## src/rtl/apb_master.sv

```systemverilog
// APB master bridge: takes one command at a time, runs the APB SETUP/ACCESS
// handshake and returns a registered response with optional ACCESS timeout.
module apb_master #(
  parameter int          AWIDTH  = 10,
  parameter logic [2:0]  DSIZE   = 3'd2,
  parameter int          TIMEOUT = 16,
  localparam int         DBYTES  = 1 << DSIZE,
  localparam int         DWIDTH  = DBYTES * 8
) (
  input  logic              pclk,
  input  logic              presetn,
  // command
  input  logic              cmd_valid,
  output logic              cmd_ready,
  input  logic              cmd_write,
  input  logic [AWIDTH-1:0] cmd_addr,
  input  logic [DWIDTH-1:0] cmd_wdata,
  input  logic [DBYTES-1:0] cmd_strb,
  input  logic [2:0]        cmd_prot,
  // response
  output logic              rsp_valid,
  input  logic              rsp_ready,
  output logic [DWIDTH-1:0] rsp_rdata,
  output logic              rsp_err,
  // APB
  output logic              psel,
  output logic              penable,
  output logic [2:0]        pprot,
  output logic              pwrite,
  output logic [AWIDTH-1:0] paddr,
  output logic [DBYTES-1:0] pstrb,
  output logic [DWIDTH-1:0] pwdata,
  input  logic [DWIDTH-1:0] prdata,
  input  logic              pready,
  input  logic              pslverr
);

  typedef enum logic [1:0] {IDLE, SETUP, ACCESS, RESP} state_t;

  localparam logic [AWIDTH-1:0] ADDR_MASK = ~AWIDTH'(DBYTES - 1);
  localparam logic [15:0]       TO_LIMIT  = 16'(TIMEOUT);

  state_t      state, next_state;
  logic [15:0] cnt;
  logic        accept;
  logic        timeout_hit;

  assign accept      = (state == IDLE) && cmd_valid && cmd_ready;
  // The final ACCESS cycle is the one where the counter would reach the limit.
  assign timeout_hit = (TIMEOUT != 0) && ((cnt + 16'd1) == TO_LIMIT);

  // NOTE: sequential state uses non-blocking assignments so every register
  // samples the pre-edge values, independent of block ordering.
  always_ff @(posedge pclk or negedge presetn) begin
    if (!presetn) state <= IDLE;
    else          state <= next_state;
  end

  // NOTE: next_state gets a default before the case so no path leaves it
  // unassigned, which would otherwise infer a latch.
  always_comb begin
    next_state = state;
    case (state)
      IDLE:    if (accept)                 next_state = SETUP;
      SETUP:                               next_state = ACCESS;
      ACCESS:  if (pready || timeout_hit)  next_state = RESP;
      RESP:    if (rsp_ready)              next_state = IDLE;
      default:                             next_state = IDLE;
    endcase
  end

  // All interface outputs are registered; pready wins over a coincident timeout.
  always_ff @(posedge pclk or negedge presetn) begin
    if (!presetn) begin
      cmd_ready <= 1'b0;
      psel      <= 1'b0;
      penable   <= 1'b0;
      pprot     <= '0;
      pwrite    <= 1'b0;
      paddr     <= '0;
      pstrb     <= '0;
      pwdata    <= '0;
      rsp_valid <= 1'b0;
      rsp_err   <= 1'b0;
      rsp_rdata <= '0;
      cnt       <= '0;
    end else begin
      cmd_ready <= (next_state == IDLE);
      case (state)
        IDLE: begin
          if (accept) begin
            paddr   <= cmd_addr & ADDR_MASK;
            pwrite  <= cmd_write;
            pprot   <= cmd_prot;
            pwdata  <= cmd_wdata;
            pstrb   <= cmd_write ? cmd_strb : '0;
            psel    <= 1'b1;
            penable <= 1'b0;
            cnt     <= '0;
          end
        end
        SETUP: penable <= 1'b1;
        ACCESS: begin
          if (pready) begin
            psel      <= 1'b0;
            penable   <= 1'b0;
            rsp_valid <= 1'b1;
            rsp_err   <= pslverr;
            rsp_rdata <= pwrite ? '0 : prdata;
          end else if (timeout_hit) begin
            psel      <= 1'b0;
            penable   <= 1'b0;
            rsp_valid <= 1'b1;
            rsp_err   <= 1'b1;
            rsp_rdata <= '0;
          end else begin
            cnt <= cnt + 16'd1;
          end
        end
        RESP: if (rsp_ready) rsp_valid <= 1'b0;
        default: ;
      endcase
    end
  end

endmodule

```

## config.mk

```make
export PLATFORM = sky130hd
export DESIGN_NAME = apb_master
export DESIGN_NICKNAME = d
export VERILOG_FILES = /design/src/rtl/apb_master.sv
export SDC_FILE = /design/constraint.sdc
export NUM_CORES = 1
export LEC_CHECK = 0
export ABC_AREA = 1
export ABC_CLOCK_PERIOD_IN_PS = 2000
export BUFFER_PORTS_ARGS = -buffer_cell sky130_fd_sc_hd__buf_2
export CELL_PAD_IN_SITES_DETAIL_PLACEMENT = 1
export CELL_PAD_IN_SITES_GLOBAL_PLACEMENT = 1
export CORE_ASPECT_RATIO = 1.2
export CORE_MARGIN = 2
export CORE_UTILIZATION = 32
export DETAILED_ROUTE_END_ITERATION = 7
export PLACE_DENSITY = 0.88
export REMOVE_ABC_BUFFERS = 1
export SYNTH_ARGS = -nofsm -noshare
export SYNTH_HDL_FRONTEND = slang
export SYNTH_SLANG_ARGS = --single-unit
```

## constraint.sdc

```tcl
create_clock -name pclk -period 2 [get_ports pclk]
set_input_delay 0.3 -clock pclk [delete_from_list [all_inputs] [get_ports pclk]]
set_output_delay 0.3 -clock pclk [all_outputs]
set_load 0.005 [all_outputs]
```

# --- Word level (Yosys, flattened, before mapping) ---
# Index checks and enable logic that the tools add are counted.
totals:
  out_inout_bits: 87
  in_bits: 88
  ff_bits: 103
  word_cells: 61
classes:
  addsub: 1
  mux: 23
  reduce_logical: 15
  eq_ne: 9
ops:
  columns: ["op", "count"]
  rows:
  - ["2-to-1 mux 32 bit", 3]
  - ["2-to-1 mux 16 bit", 3]
  - ["case mux 16 bit (2 select lines)", 1]
  - ["adder 16 x 1 -> 16 bit, second input constant", 1]
  - ["== test 16 x 5 -> 1 bit, second input constant", 1]
  - ["AND reduction 3 bit", 3]
  - ["2-to-1 mux 1 bit", 8]
  - ["!= test 2 bit, second input constant", 4]
  - ["case mux 2 bit (4 select lines)", 1]
  - ["2-to-1 mux 2 bit", 3]
  - ["nonzero test 2 bit", 3]
  - ["== test 2 bit, second input constant", 2]
  - ["logical NOT 2 bit", 2]
  - ["2-to-1 mux 4 bit", 1]
  - ["case mux 1 bit (2 select lines)", 2]
  - ["AND reduction 2 bit", 2]
  - ["AND reduction 4 bit", 1]
  - ["!= test 3 bit, second input constant", 1]
  - ["case mux 1 bit (3 select lines)", 1]
  - ["nonzero test 3 bit", 1]
  - ["== test 2 x 1 -> 1 bit, second input constant", 1]
  - ["logical AND 1 bit", 2]
  - ["logical OR 1 bit", 1]

# --- Logic depth before layout (Yosys ltp) ---
# Gate-level depths: netlist of the first run.
logic_depth:
  ltp_word: 6
  depth_mapped: 15

# --- Least setup slack after synthesis of the first run ---
# No wires, ideal clock.
synth_timing:
  path_type: "flip-flop to flip-flop"
  from: "register cnt[0]"
  to: "register rsp_rdata[15]"
  arrival_ns: 1.782
  setup_ns: 0.117
  path_stages_with_launch: 14
  slack_ns: 0.101
  cell_sequence: "dfrtp_1 ha_1 nand2_1 nor2_2 nand3b_1 nand2_1 nand2_1 nor2_1 nand2_1 nor2_2 nand3_4 buf_2 nand3_1 nand2_1"
synth_via:
  elab_chain_len: 4
synth_lines:
  columns: ["item", "line", "source"]
  rows:
  - ["start, declared", "44", "logic [15:0] cnt;"]
  - ["start signal, assigned", "117", "cnt <= cnt + 16'd1;"]
  - ["adder 16 x 1 -> 16 bit", "50", "assign timeout_hit = (TIMEOUT != 0) && ((cnt + 16'd1) == TO_LIMIT);"]
  - ["== test 16 x 5 -> 1 bit", "50", null]
  - ["nonzero test 2 bit (no line)", null, null]
  - ["AND reduction 2 bit (no line)", null, null]
  - ["end signal, assigned", "109", "rsp_rdata <= pwrite ? '0 : prdata;"]
  - ["end, declared", "23", "output logic [DWIDTH-1:0] rsp_rdata,"]
# No other way between the ends.
# A chain may end at the register's enable or synchronous reset.

# --- Worst setup path after layout of the first run ---
layout_timing:
  from: "register cnt[0]"
  to: "register penable"
layout_via:
  elab_chain_len: 4
layout_lines:
  columns: ["item", "line", "source"]
  rows:
  - ["adder 16 x 1 -> 16 bit", "50", null]
  - ["== test 16 x 5 -> 1 bit", "50", null]
  - ["!= test 3 bit (no line)", null, null]
  - ["AND reduction 3 bit (no line)", null, null]
  - ["end signal, assigned", "77", "penable <= 1'b0;"]
  - ["end signal, assigned", "98", "penable <= 1'b0;"]
  - ["end signal, assigned", "102", "SETUP: penable <= 1'b1;"]
  - ["end, declared", "27", "output logic penable,"]
# No other way between the ends.

==> key figures, run 1 <==
Placement
  – Port-buffer cells: 170
  – DP Wirelength: between 10 and 15 mm
  – Routability Congestion: 0.8481
  – Pre-CTS setup slack: -0.1730 ns
  – Cell count after placement: approximately 1000

Min path
  – Worst min path class: in2reg

Timing
  – Final slew viol count: 0
  – Fmax: roughly 460 MHz
  – Final worst path period share: 108.6%
  – Final setup skew: 0.01042 ns
  – Worst-case setup margin in the final layout: -0.1722 ns
  – Final critical path time including I/O delays and setup: roughly 2.2 ns
  – RSZ-0062 raised after global routing: yes
  – Finish-stage setup viols: between 50 and 60
  – Final count of hold timing violations: 0

Floorplan
  – IO Pins: between 150 and 200
  – Area of the core: ~0.015 mm²
  – Area of the die: between 0.015 and 0.02 mm²
  – Initial core utilization: 32.62%
  – Core Rows: 49
  – Chip Width: between 100 and 150 µm
  – Die Height: 139.3 µm

Detailed routing
  – Routed len/inst: ~17 µm
  – Residual DRC: 0
  – Via count: 5156
  – DRT iter0 DRCs: between 300 and 400
  – Length of the first detailed-routing pass in iterations: 4
  – Remaining number of nets flagged by the antenna check after routing: 0
  – Vias per cell: about 5
  – Sum of routed wire length over all layers: 18.00 mm

Worst setup path
  – Highest fanout seen on the critical path: 5
  – Cell type with the highest occurrence count on the critical path: buf_6
  – Critical path data required time: ~2.3 ns
  – Cell at the slowest stage of the critical path: dfrtp_1
  – Data arrival at the endpoint of the critical path: 2.42 ns
  – Critical path endpoint category: flop
  – Delay of the slowest cell on the worst path: between 0.4 and 0.5 ns
  – Classification of the worst setup path: reg2reg
  – Startpoint kind of the worst setup timing path: flop
  – Ordered list of cells on the worst path: buf_6, nand3_2, nor2_4, nor2_1, nor2_2, nand4_1, nor2_2, nand3_4, buf_6, buf_6, nand3b_1, nand2_1

Status
  – Outcome: complete, but fails checks
  – Violated checks: setup timing

Cells and area
  – Most common library cell in the layout ignoring fill and taps: nand2_1
  – Highest-count cells in the layout ignoring fill and taps: 267 x nand2_1, 169 x buf_2, 102 x dfrtp_1, 58 x inv_1, 56 x nor2_1
  – Multi-input combinational cell area: 0.002121 mm²
  – Number of nets in the layout: 937
  – Finished Core Util: between 40 and 50%
  – Layout Cells excl Fill: 1057
  – Ratio of cells with drive above 1 in the final layout: 33.57%
  – Filler Cells Inserted: ~1900
  – Area occupied by registers: ~0.0026 mm²
  – Post-synthesis to final-layout area growth: 40.44%

Power and ir drop
  – VDD IR-drop max: between 800 and 900 µV
  – Total power divided by cell area: between 1000 and 1500 mW/mm²
  – Tot Pwr: around 8.6 mW
  – Leakage power summed over all cells: 3.987 nW

Synthesis
  – Number of synthesis warnings: 0
  – Number of synthesized register bits: slightly above 100
  – Avg Cell Area, Syn: about 7.6 µm²
  – Async set or reset register ratio after synthesis: 100.0%
  – Synth Flop Type: dfrtp_1
  – Synthesized area: ~0.0049 mm²
  – Number of enable-type register cells in the synthesized netlist: 0
  – Sequential element share of the synthesized area: roughly 53%
  – Cell count after synthesis: about 650
  – Cell variety after synth: 25

CTS
  – CTS tree: yes
  – Count of H-tree levels built during CTS: 3
  – Clock-pin slew reported for the worst setup and hold paths after clock tree synthesis: about 0.08 ns
  – Clock latency of the later-clocked register in the worst-skew pair: between 0.3 and 0.4 ns
  – Clock root buffer: clkbuf_16
  – Longest Clk Path Bufs: 2
  – TritonCTS Buffers: 9
  – Clock sink total: roughly 100

Global route
  – Number of global-route vias before repair: between 5000 and 6000
  – Busiest layer in global routing: met2
  – Total gr overflow: 0
  – GR met3 Demand/Resource: about 4.4%
  – Met2 Use GR: around 40%
  – Met1 usage: 24.51%
  – First-pass GRT wire length: about 28 mm
  – Maximum number of pins on one net before global-route repair: 69
  – Aggregate global-route resource usage: approximately 22%
  – Number of antenna violations at the first check in global routing: 1

Run
  – Max-cap violation count: 0
==> through the flow <==
step                hold WS, ns  cell area (µm²)  setup TNS, ns
CTS                      0.1136             6683         -4.486
detailed placement       0.2426             6222         -6.773
global placement         0.2493             6222         -4.127
global route             0.1259             6853         -15.05
finish                   0.1179             6853         -6.593
floorplan              0.004409             4726         -85.50
==> final cells by class <==
cell class              instances  share of cell area, %
well taps                     204                  3.725
diodes                          1                0.03652
multi-input cells             454                  30.95
clock inverters                 6                 0.8947
clock buffers                  10                  3.487
inverters                      59                  3.232
repair buffers                220                  20.05
flip-flops and latches        103                  37.63
==> cells in the mapped netlist, types with 2 or more instances <==
library cell    n  share of area [%]
buf_1           2               0.15
buf_2           3               0.31
buf_4           2               0.31
buf_6           4               0.92
clkbuf_1       20                1.5
dfrtp_1       103                 53
ha_1            2               0.51
inv_1          58                4.5
nand2_1       280                 22
nand3_1        62                6.4
nand3b_1        3               0.46
nand4_1        21                2.7
nor2_1         63                4.8
nor2_2          7               0.90
o21ai_0         6               0.62
==> power breakdown <==
part	switching, mW	internal [mW]
combinational	1.96	1.43
sequential	0.529	2.92
clock	0.867	0.910
==> worst paths after layout <==
check / startpoint / to / slack (ns) / depth (start not counted)
worst max-delay path: cnt[0] / penable / -0.17 / 12
worst min-delay path: cmd_addr[7] / paddr[7] / 0.12 / 3
worst max register to register: cnt[0] / penable / -0.17 / 12
worst min register to register: pwdata[1] / pwdata[1] / 0.47 / 2
max in group asynchronous: presetn / pwdata[16] / 0.99 / 3
min in group asynchronous: presetn / pwdata[13] / 0.38 / 2
==> critical path, delay by kind of cell, from the launching register on <==
kind	cells	cell delay, ns
buffers and inverters	3	0.41
AND/OR/NAND/NOR	9	1.23
flip-flops	1	0.41
==> routing by layer <==
layer	share of wire (%)	up-vias
li1	-	2393
met1	37	2563
met2	54	149
met3	4.5	51
met4	3.9	0
met5	0	-
==> state kept, by name, summed over array words and instances (netlist names) <==
| name | flops |
|---|---|
| cnt | 16 |
| pprot | 3 |
| cmd_ready | 1 |
| pwrite | 1 |
| penable | 1 |
| rsp_err | 1 |
| psel | 1 |
| pstrb | 4 |
| state | 2 |
| rsp_valid | 1 |
| paddr | 8 |
| pwdata | 32 |
| rsp_rdata | 32 |
==> cell families (layout without fill, tap and decap cells) <==
group                    Yosys count  after routing  synth area share, %
AND/OR/NAND/NOR                  442            442                37.95
adder cells (fa/ha/maj)            2              2               0.5127
other                              1              3              0.07685
buffers and inverters             90            295                7.769
AO/OA/AOI/OAI                      8              8               0.8718
flip-flops                       103            103                52.82
==> repair_timing <==
| item | in CTS | in global routing |
|---|---|---|
| cloned | 1 | 1 |
| buffers inserted | 3 | 3 |
| pin swaps | 14 | 21 |
| setup endpoints to repair | 54 | 54 |
| hold endpoints to repair | 24 | 0 |
| gates resized for setup | 26 | 31 |
| hold buffers | 1 | 0 |
(Power assumes the default switching activity.)
==> run 2, diff against run 1 <==
==> constraint.sdc (replaced) <==
create_clock -name pclk -period 2 [get_ports pclk]
set_input_delay 0.1 -clock pclk [delete_from_list [all_inputs] [get_ports pclk]]
set_output_delay 0.1 -clock pclk [all_outputs]
set_load 0.005 [all_outputs]
==> run 2 against run 1 <==
Against the previous run: via count increased by 20%; sequential share of layout area shrank 4.2 points; the flow still finishes with violations (setup timing); sequential power rose by 5%; critical endpoint is now rsp_rdata[16]; final cell count up 5.8%; utilization increased by 5.9 points; count of clock-buffer cells in the layout stayed put; fmax fell by 10%; worst setup slack got worse by 0.25 ns.
==> key figures, run 2 (synthesis results as in run 1) <==
Timing
  – Fmax: 412.1 MHz (was 460.4 MHz)
  – Worst Hold Margin: 0.02385 ns (was 0.1179 ns)
  – Final slew viol count: 0 (unchanged)
  – Worst slew margin relative to its limit: 61.71%
  – Finish-stage setup viols: 54 (unchanged)
  – Final setup skew: 0.01966 ns (was 0.01042 ns)
  – Slew at the pin with the worst max-slew slack: roughly 0.57 ns
  – Worst-case setup margin in the final layout: -0.4268 ns (was -0.1722 ns)
  – Final worst path period share: 121.3% (was 108.6%)
  – Final critical path time including I/O delays and setup: 2.427 ns (was 2.172 ns)
  – RSZ-0062 raised after global routing: yes (unchanged)
  – Final count of hold timing violations: 0 (unchanged)

CTS
  – Clock root buffer: clkbuf_16 (unchanged)
  – Clock sink total: 103 (unchanged)
  – Clock latency of the later-clocked register in the worst-skew pair: 0.38 ns (was 0.36 ns)
  – Clock-pin slew reported for the worst setup and hold paths after clock tree synthesis: 0.09 ns (was 0.08 ns)
  – CTS tree: yes (unchanged)
  – Count of H-tree levels built during CTS: 3 (unchanged)
  – Longest Clk Path Bufs: 2 (unchanged)
  – TritonCTS Buffers: 9 (unchanged)

Cells and area
  – Highest-count cells in the layout ignoring fill and taps: 222 x nand2_1, 169 x buf_2, 98 x dfrtp_1, 56 x inv_1, 48 x nand2_2 (was 267 x nand2_1, 169 x buf_2, 102 x dfrtp_1, 58 x inv_1, 56 x nor2_1)
  – Number of nets in the layout: 998 (was 937)
  – Ratio of cells with drive above 1 in the final layout: 40.85% (was 33.57%)
  – Registers with the most flip-flops: pwdata (32), rsp_rdata (32), cnt (16) (unchanged)
  – Most common library cell in the layout ignoring fill and taps: nand2_1 (unchanged)
  – Post-synthesis to final-layout area growth: 58.56% (was 40.44%)
  – Filler Cells Inserted: 1820 (was 1917)
  – Layout Cells excl Fill: 1118 (was 1057)

Floorplan
  – Die Height: 139.3 µm (unchanged)
  – Core Rows: 49 (unchanged)
  – IO Pins: 175 (unchanged)
  – Area of the die: 0.01626 mm² (unchanged)
  – Initial core utilization: 32.62% (unchanged)
  – Area of the core: 0.01496 mm² (unchanged)
  – Chip Width: 116.7 µm (unchanged)

Worst setup path
  – Delay of the slowest cell on the worst path: 0.42 ns (was 0.41 ns)
  – Classification of the worst setup path: reg2reg (unchanged)
  – Critical path data required time: 2.30 ns (was 2.25 ns)
  – Setup slack on the worst flop-to-flop path: -0.43 ns (was -0.17 ns)
  – Critical path endpoint category: flop (unchanged)
  – Ordered list of cells on the worst path: nand2_1, nor2_2, nand3_1, nand2_1, nand2_2, nor2_1, nand2_1, nor2_4, nand3_4, nand2_8, buf_12, nand2_1, nand2_1 (was buf_6, nand3_2, nor2_4, nor2_1, nor2_2, nand4_1, nor2_2, nand3_4, buf_6, buf_6, nand3b_1, nand2_1)
  – Highest fanout seen on the critical path: 8 (was 5)
  – Data arrival at the endpoint of the critical path: 2.72 ns (was 2.42 ns)
  – Startpoint kind of the worst setup timing path: flop (unchanged)
  – Critical path buffers and inverters: 1 (was 3)
  – Cell type with the highest occurrence count on the critical path: nand2_1 (was buf_6)
  – Worst path top cell family by delay: simple AND/OR/NAND/NOR gates (unchanged)
  – Cell at the slowest stage of the critical path: dfrtp_1 (unchanged)

Detailed routing
  – Sum of routed wire length over all layers: 26.88 mm (was 18.00 mm)
  – Remaining number of nets flagged by the antenna check after routing: 0 (unchanged)
  – Residual DRC: 0 (unchanged)
  – Routed len/inst: 24.04 µm (was 17.02 µm)
  – Length of the first detailed-routing pass in iterations: 6 (was 4)
  – Via count: 6181 (was 5156)
  – DRT iter0 DRCs: 603 (was 316)
  – Vias per cell: 5.529 (was 4.878)

Global route
  – Number of antenna violations at the first check in global routing: 1 (unchanged)
  – First-pass GRT wire length: 36.21 mm (was 27.76 mm)
  – Number of global-route vias before repair: 6454 (was 5466)
  – Aggregate global-route resource usage: 29.50% (was 21.88%)
  – Total gr overflow: 0 (unchanged)
  – Maximum number of pins on one net before global-route repair: 57 (was 69)

Run
  – Max-cap violation count: 0 (unchanged)

Placement
  – Pre-CTS setup slack: -0.1951 ns (was -0.1730 ns)
  – Port-buffer cells: 170 (unchanged)
  – DP Wirelength: 11.68 mm (was 11.49 mm)
  – Cell count after placement: 1029 (was 1031)
  – Routability Congestion: 0.8323 (was 0.8481)

Min path
  – Worst min path class: in2reg (unchanged)

Status
  – Outcome: complete, but fails checks (unchanged)
  – Violated checks: setup timing (unchanged)

Power and ir drop
  – Tot Pwr: 9.664 mW (was 8.614 mW)
  – Total power divided by cell area: 1249 mW/mm² (was 1257 mW/mm²)
  – Leakage power summed over all cells: 4.351 nW (was 3.987 nW)
  – VDD IR-drop max: 972.6 µV (was 818.5 µV)
==> run 2: cell types whose count changed in the layout (fill, tap and decap cells not counted), sizes merged <==
cell | before | now
inv | 62 | 60
buf | 218 | 232
clkbuf | 11 | 12
clkinvlp | 1 | 3
dlygate4sd3 | 1 | 47
==> run 2: worst min-delay path, stage by stage <==
cell	delay, ns
buf_2	0.08
or2_2	0.10
nand2_2	0.04
nand2_1	0.05
==> run 2: per-layer routing <==
layer / GRT usage [%] / part of all wire (%) / up-vias
li1: - / - / 2513
met1: 31.00 / 33 / 3055
met2: 53.03 / 53 / 441
met3: 5.488 / 6.3 / 172
met4: 18.20 / 7.8 / 0
met5: 0 / 0 / -
==> run 2: through the flow <==
stage | setup TNS (ns) | instance area (µm²) | utilization [%]
floorplan | -85.50 | 4726 | -
CTS | -2.362 | 7347 | 49.11
detailed placement | -7.365 | 6220 | 41.58
global placement | -1.369 | 6220 | 41.58
global route | -22.07 | 7737 | 51.72
finish | -19.53 | 7737 | 51.72
==> run 2: final timing paths <==
path	cells after the start	to	from
worst max-delay path	13	rsp_rdata[16]	cnt[4]
worst min-delay path	4	rsp_err	pslverr
worst max register to register	13	rsp_rdata[16]	cnt[4]
worst min register to register	2	pwdata[19]	pwdata[19]
max in group asynchronous	3	cnt[9]	presetn
min in group asynchronous	2	pwdata[28]	presetn
==> run 2: layout make-up <==
cell class	count	area (µm²)	area share, %
flip-flops and latches	103	2584	33.39
multi-input cells	454	2420	31.27
repair buffers	281	1969	25.45
well taps	204	255.2	3.299
clock buffers	10	229.0	2.959
inverters	59	221.5	2.862
clock inverters	6	56.30	0.7277
diodes	1	2.502	0.03234
==> run 2: repair_timing <==
item | CTS | global route
pin swaps | 11 | 33
endpoints found under the hold margin | 81 | 0
gates cloned | 1 | 2
buffers inserted | 17 | 9
resized for setup | 51 | 96
endpoints found under the setup margin | 54 | 54
hold buffers | 47 | 0
==> run 2: power breakdown <==
part / internal, mW / switching (mW) / leakage [nW] / total [mW]
Combinational: 1.68 / 2.57 / 2.89 / 4.25
Sequential: 2.93 / 0.700 / 1.34 / 3.63
Clock: 0.865 / 0.927 / 0.128 / 1.79
Total: 5.47 / 4.20 / 4.35 / 9.66
==> run 3, diff against run 2 <==
--- a/config.mk
+++ b/config.mk
@@ -16,6 +16,7 @@
 export DETAILED_ROUTE_END_ITERATION = 7
 export PLACE_DENSITY = 0.88
 export REMOVE_ABC_BUFFERS = 1
+export SETUP_SLACK_MARGIN = 0.3
 export SYNTH_ARGS = -nofsm -noshare
 export SYNTH_HDL_FRONTEND = slang
 export SYNTH_SLANG_ARGS = --single-unit
==> run 3 against run 2 <==
Against the previous run: the run still ends with setup timing left; final cell count fell by 0.54%; non-clock buffer count down 7; worst hold slack lost 0.0054 ns; flip-flop and latch count is the same; combinational power shrank 10%; clock power hardly changed; routed wire length shrank 13%; largest cell class unchanged.
==> key figures, run 3 (synthesis results as in run 1) <==
Global route
  – Aggregate global-route resource usage: 28.11% (was 29.50%)
  – First-pass GRT wire length: 34.76 mm (was 36.21 mm)
  – Total gr overflow: 0 (unchanged)
  – Number of antenna violations at the first check in global routing: 2 (was 1)
  – Maximum number of pins on one net before global-route repair: 57 (unchanged)
  – Number of global-route vias before repair: 6280 (was 6454)

Cells and area
  – Post-synthesis to final-layout area growth: 51.85% (was 58.56%)
  – Registers with the most flip-flops: pwdata (32), rsp_rdata (32), cnt (16) (unchanged)
  – Highest-count cells in the layout ignoring fill and taps: 254 x nand2_1, 169 x buf_2, 101 x dfrtp_1, 58 x nand3_1, 56 x inv_1 (was 222 x nand2_1, 169 x buf_2, 98 x dfrtp_1, 56 x inv_1, 48 x nand2_2)
  – Finished Core Util: 49.53% (was 51.72%)
  – Filler Cells Inserted: 1887 (was 1820)
  – Ratio of cells with drive above 1 in the final layout: 33.55% (was 40.85%)
  – Multi-input combinational cell area: 0.002150 mm² (was 0.002420 mm²)
  – Area occupied by registers: 0.002580 mm² (was 0.002584 mm²)
  – Number of nets in the layout: 991 (was 998)
  – Most common library cell in the layout ignoring fill and taps: nand2_1 (unchanged)

Worst setup path
  – Setup slack on the worst flop-to-flop path: -0.41 ns (was -0.43 ns)
  – Cell type with the highest occurrence count on the critical path: nand2_2 (was nand2_1)
  – Delay of the slowest cell on the worst path: 0.46 ns (was 0.42 ns)
  – Startpoint kind of the worst setup timing path: flop (unchanged)
  – Critical path endpoint category: flop (unchanged)
  – Worst r2r src: cnt[1] (was cnt[4])
  – Cell at the slowest stage of the critical path: dfrtp_2 (was dfrtp_1)
  – Classification of the worst setup path: reg2reg (unchanged)
  – Highest fanout seen on the critical path: 8 (unchanged)
  – FF-to-FF End: rsp_rdata[14] (was rsp_rdata[16])
  – Data arrival at the endpoint of the critical path: 2.72 ns (about the same)
  – Critical path data required time: 2.32 ns (was 2.30 ns)
  – Ordered list of cells on the worst path: ha_4, nand2_2, nor2_4, nand3b_1, nand2_2, nand2_2, nor2_2, nand2_2, nor2_4, nand3_4, nand2_8, buf_12, nand2_1, nand2_2 (was nand2_1, nor2_2, nand3_1, nand2_1, nand2_2, nor2_1, nand2_1, nor2_4, nand3_4, nand2_8, buf_12, nand2_1, nand2_1)
  – Count of cells along the worst register-to-register path: 14 (was 13)

CTS
  – Clock latency of the later-clocked register in the worst-skew pair: 0.38 ns (about the same)
  – Clock-pin slew reported for the worst setup and hold paths after clock tree synthesis: 0.08 ns (was 0.09 ns)
  – Clock sink total: 103 (unchanged)
  – Count of H-tree levels built during CTS: 3 (unchanged)
  – Clock root buffer: clkbuf_16 (unchanged)
  – Longest Clk Path Bufs: 2 (unchanged)
  – TritonCTS Buffers: 9 (unchanged)
  – CTS tree: yes (unchanged)

Detailed routing
  – Residual DRC: 0 (unchanged)
  – Vias per cell: 5.211 (was 5.529)
  – Sum of routed wire length over all layers: 23.47 mm (was 26.88 mm)
  – DRT iter0 DRCs: 489 (was 603)
  – Length of the first detailed-routing pass in iterations: 5 (was 6)
  – Routed len/inst: 21.10 µm (was 24.04 µm)
  – Via count: 5795 (was 6181)
  – Remaining number of nets flagged by the antenna check after routing: 0 (unchanged)

Floorplan
  – Area of the die: 0.01626 mm² (unchanged)
  – Initial core utilization: 32.62% (unchanged)
  – IO Pins: 175 (unchanged)
  – Area of the core: 0.01496 mm² (unchanged)
  – Die Height: 139.3 µm (unchanged)
  – Core Rows: 49 (unchanged)
  – Chip Width: 116.7 µm (unchanged)

Timing
  – Final worst path period share: 120.4% (was 121.3%)
  – RSZ-0062 raised after global routing: yes (unchanged)
  – Final setup skew: 0.01608 ns (was 0.01966 ns)
  – Final critical path time including I/O delays and setup: 2.408 ns (was 2.427 ns)
  – Fmax: 415.3 MHz (was 412.1 MHz)
  – Worst Hold Margin: 0.01844 ns (was 0.02385 ns)
  – Final slew viol count: 0 (unchanged)
  – Final count of hold timing violations: 0 (unchanged)
  – Finish-stage setup viols: 54 (unchanged)
  – Worst-case setup margin in the final layout: -0.4082 ns (was -0.4268 ns)

Status
  – Outcome: complete, but fails checks (unchanged)
  – Violated checks: setup timing (unchanged)

Placement
  – Routability Congestion: 0.8323 (unchanged)
  – DP Wirelength: 11.68 mm (unchanged)
  – Port-buffer cells: 170 (unchanged)

Run
  – Max-cap violation count: 0 (unchanged)

Power and ir drop
  – VDD IR-drop max: 734.2 µV (was 972.6 µV)
  – Total power divided by cell area: 1239 mW/mm² (was 1249 mW/mm²)
  – Tot Pwr: 9.182 mW (was 9.664 mW)
  – Leakage power summed over all cells: 4.205 nW (was 4.351 nW)

Min path
  – Count of cells along the worst hold path: 5 (was 4)
  – Hold Path Sink: rsp_rdata[28] (was rsp_err)
  – Worst min path class: in2reg (unchanged)
  – Start point of the worst hold path: prdata[28] (was pslverr)
==> run 3: changes by cell type in the layout (fill, tap and decap cells not counted), sizes merged <==
cell / previous run / this run
buf: 232 / 224
clkbuf: 12 / 13
diode: 1 / 2
==> run 3: final cells by class <==
| class | instances | area share, % |
|---|---|---|
| Inverter | 59 | 3.023 |
| Sequential cell | 103 | 34.82 |
| Timing Repair Buffer | 274 | 25.79 |
| Antenna cell | 2 | 0.06754 |
| Multi-Input combinational cell | 454 | 29.01 |
| Clock inverter | 6 | 0.7599 |
| Tap cell | 204 | 3.445 |
| Clock buffer | 10 | 3.090 |
==> run 3: through the flow <==
stage | instance area [µm²] | setup TNS (ns) | setup WS, ns | std cells
finish | 7410 | -18.79 | -0.4082 | 1112
global route | 7410 | -21.80 | -0.4618 | 1112
CTS | 7166 | -1.810 | -0.08529 | 1105
detailed placement | 6220 | -7.365 | -0.1951 | 1029
global placement | 6220 | -1.369 | -0.04594 | 1029
floorplan | 4726 | -85.50 | -1.247 | 616
==> run 3: worst max-delay path, delay by kind of cell (launching register included) <==
family,cells,cell delay [ns]
adder cells (fa/ha/maj),1,0.18
flip-flops,1,0.46
buffers and inverters,1,0.13
AND/OR/NAND/NOR,12,1.59
==> run 3: timing repair <==
action,CTS,global route
hold endpoints to repair,81,0
setup buffers,13,2
pin swaps,2,20
cloned,0,3
setup endpoints to repair,54,56
hold buffers,47,0
gates resized for setup,24,46
==> run 3: routing by layer <==
metal,vias up,track usage (%),part of all wire (%)
met2,322,49.47,53
met4,0,16.53,6.9
met1,2858,30.48,34
li1,2503,-,-
met5,-,0,0
met3,112,5.836,5.9
==> run 3: where the power goes <==
group	internal, mW	total (mW)	switching, mW
clock network	0.864	1.79	0.922
logic	1.56	3.81	2.25
registers	2.92	3.59	0.663
==> run 3: how the worst max path moves through the flow <==
| stage | start | endpoint | depth (start not counted) |
|---|---|---|---|
| 2_1_floorplan | state[0] | cmd_ready | 6 |
| 3_3_place_gp | cnt[1] | rsp_rdata[22] | 13 |
| 3_5_place_dp | cnt[1] | rsp_rdata[1] | 13 |
| 4_1_cts | cnt[1] | rsp_rdata[10] | 14 |
| 5_1_grt | cnt[1] | rsp_rdata[2] | 14 |
| 6_report | cnt[1] | rsp_rdata[14] | 14 |
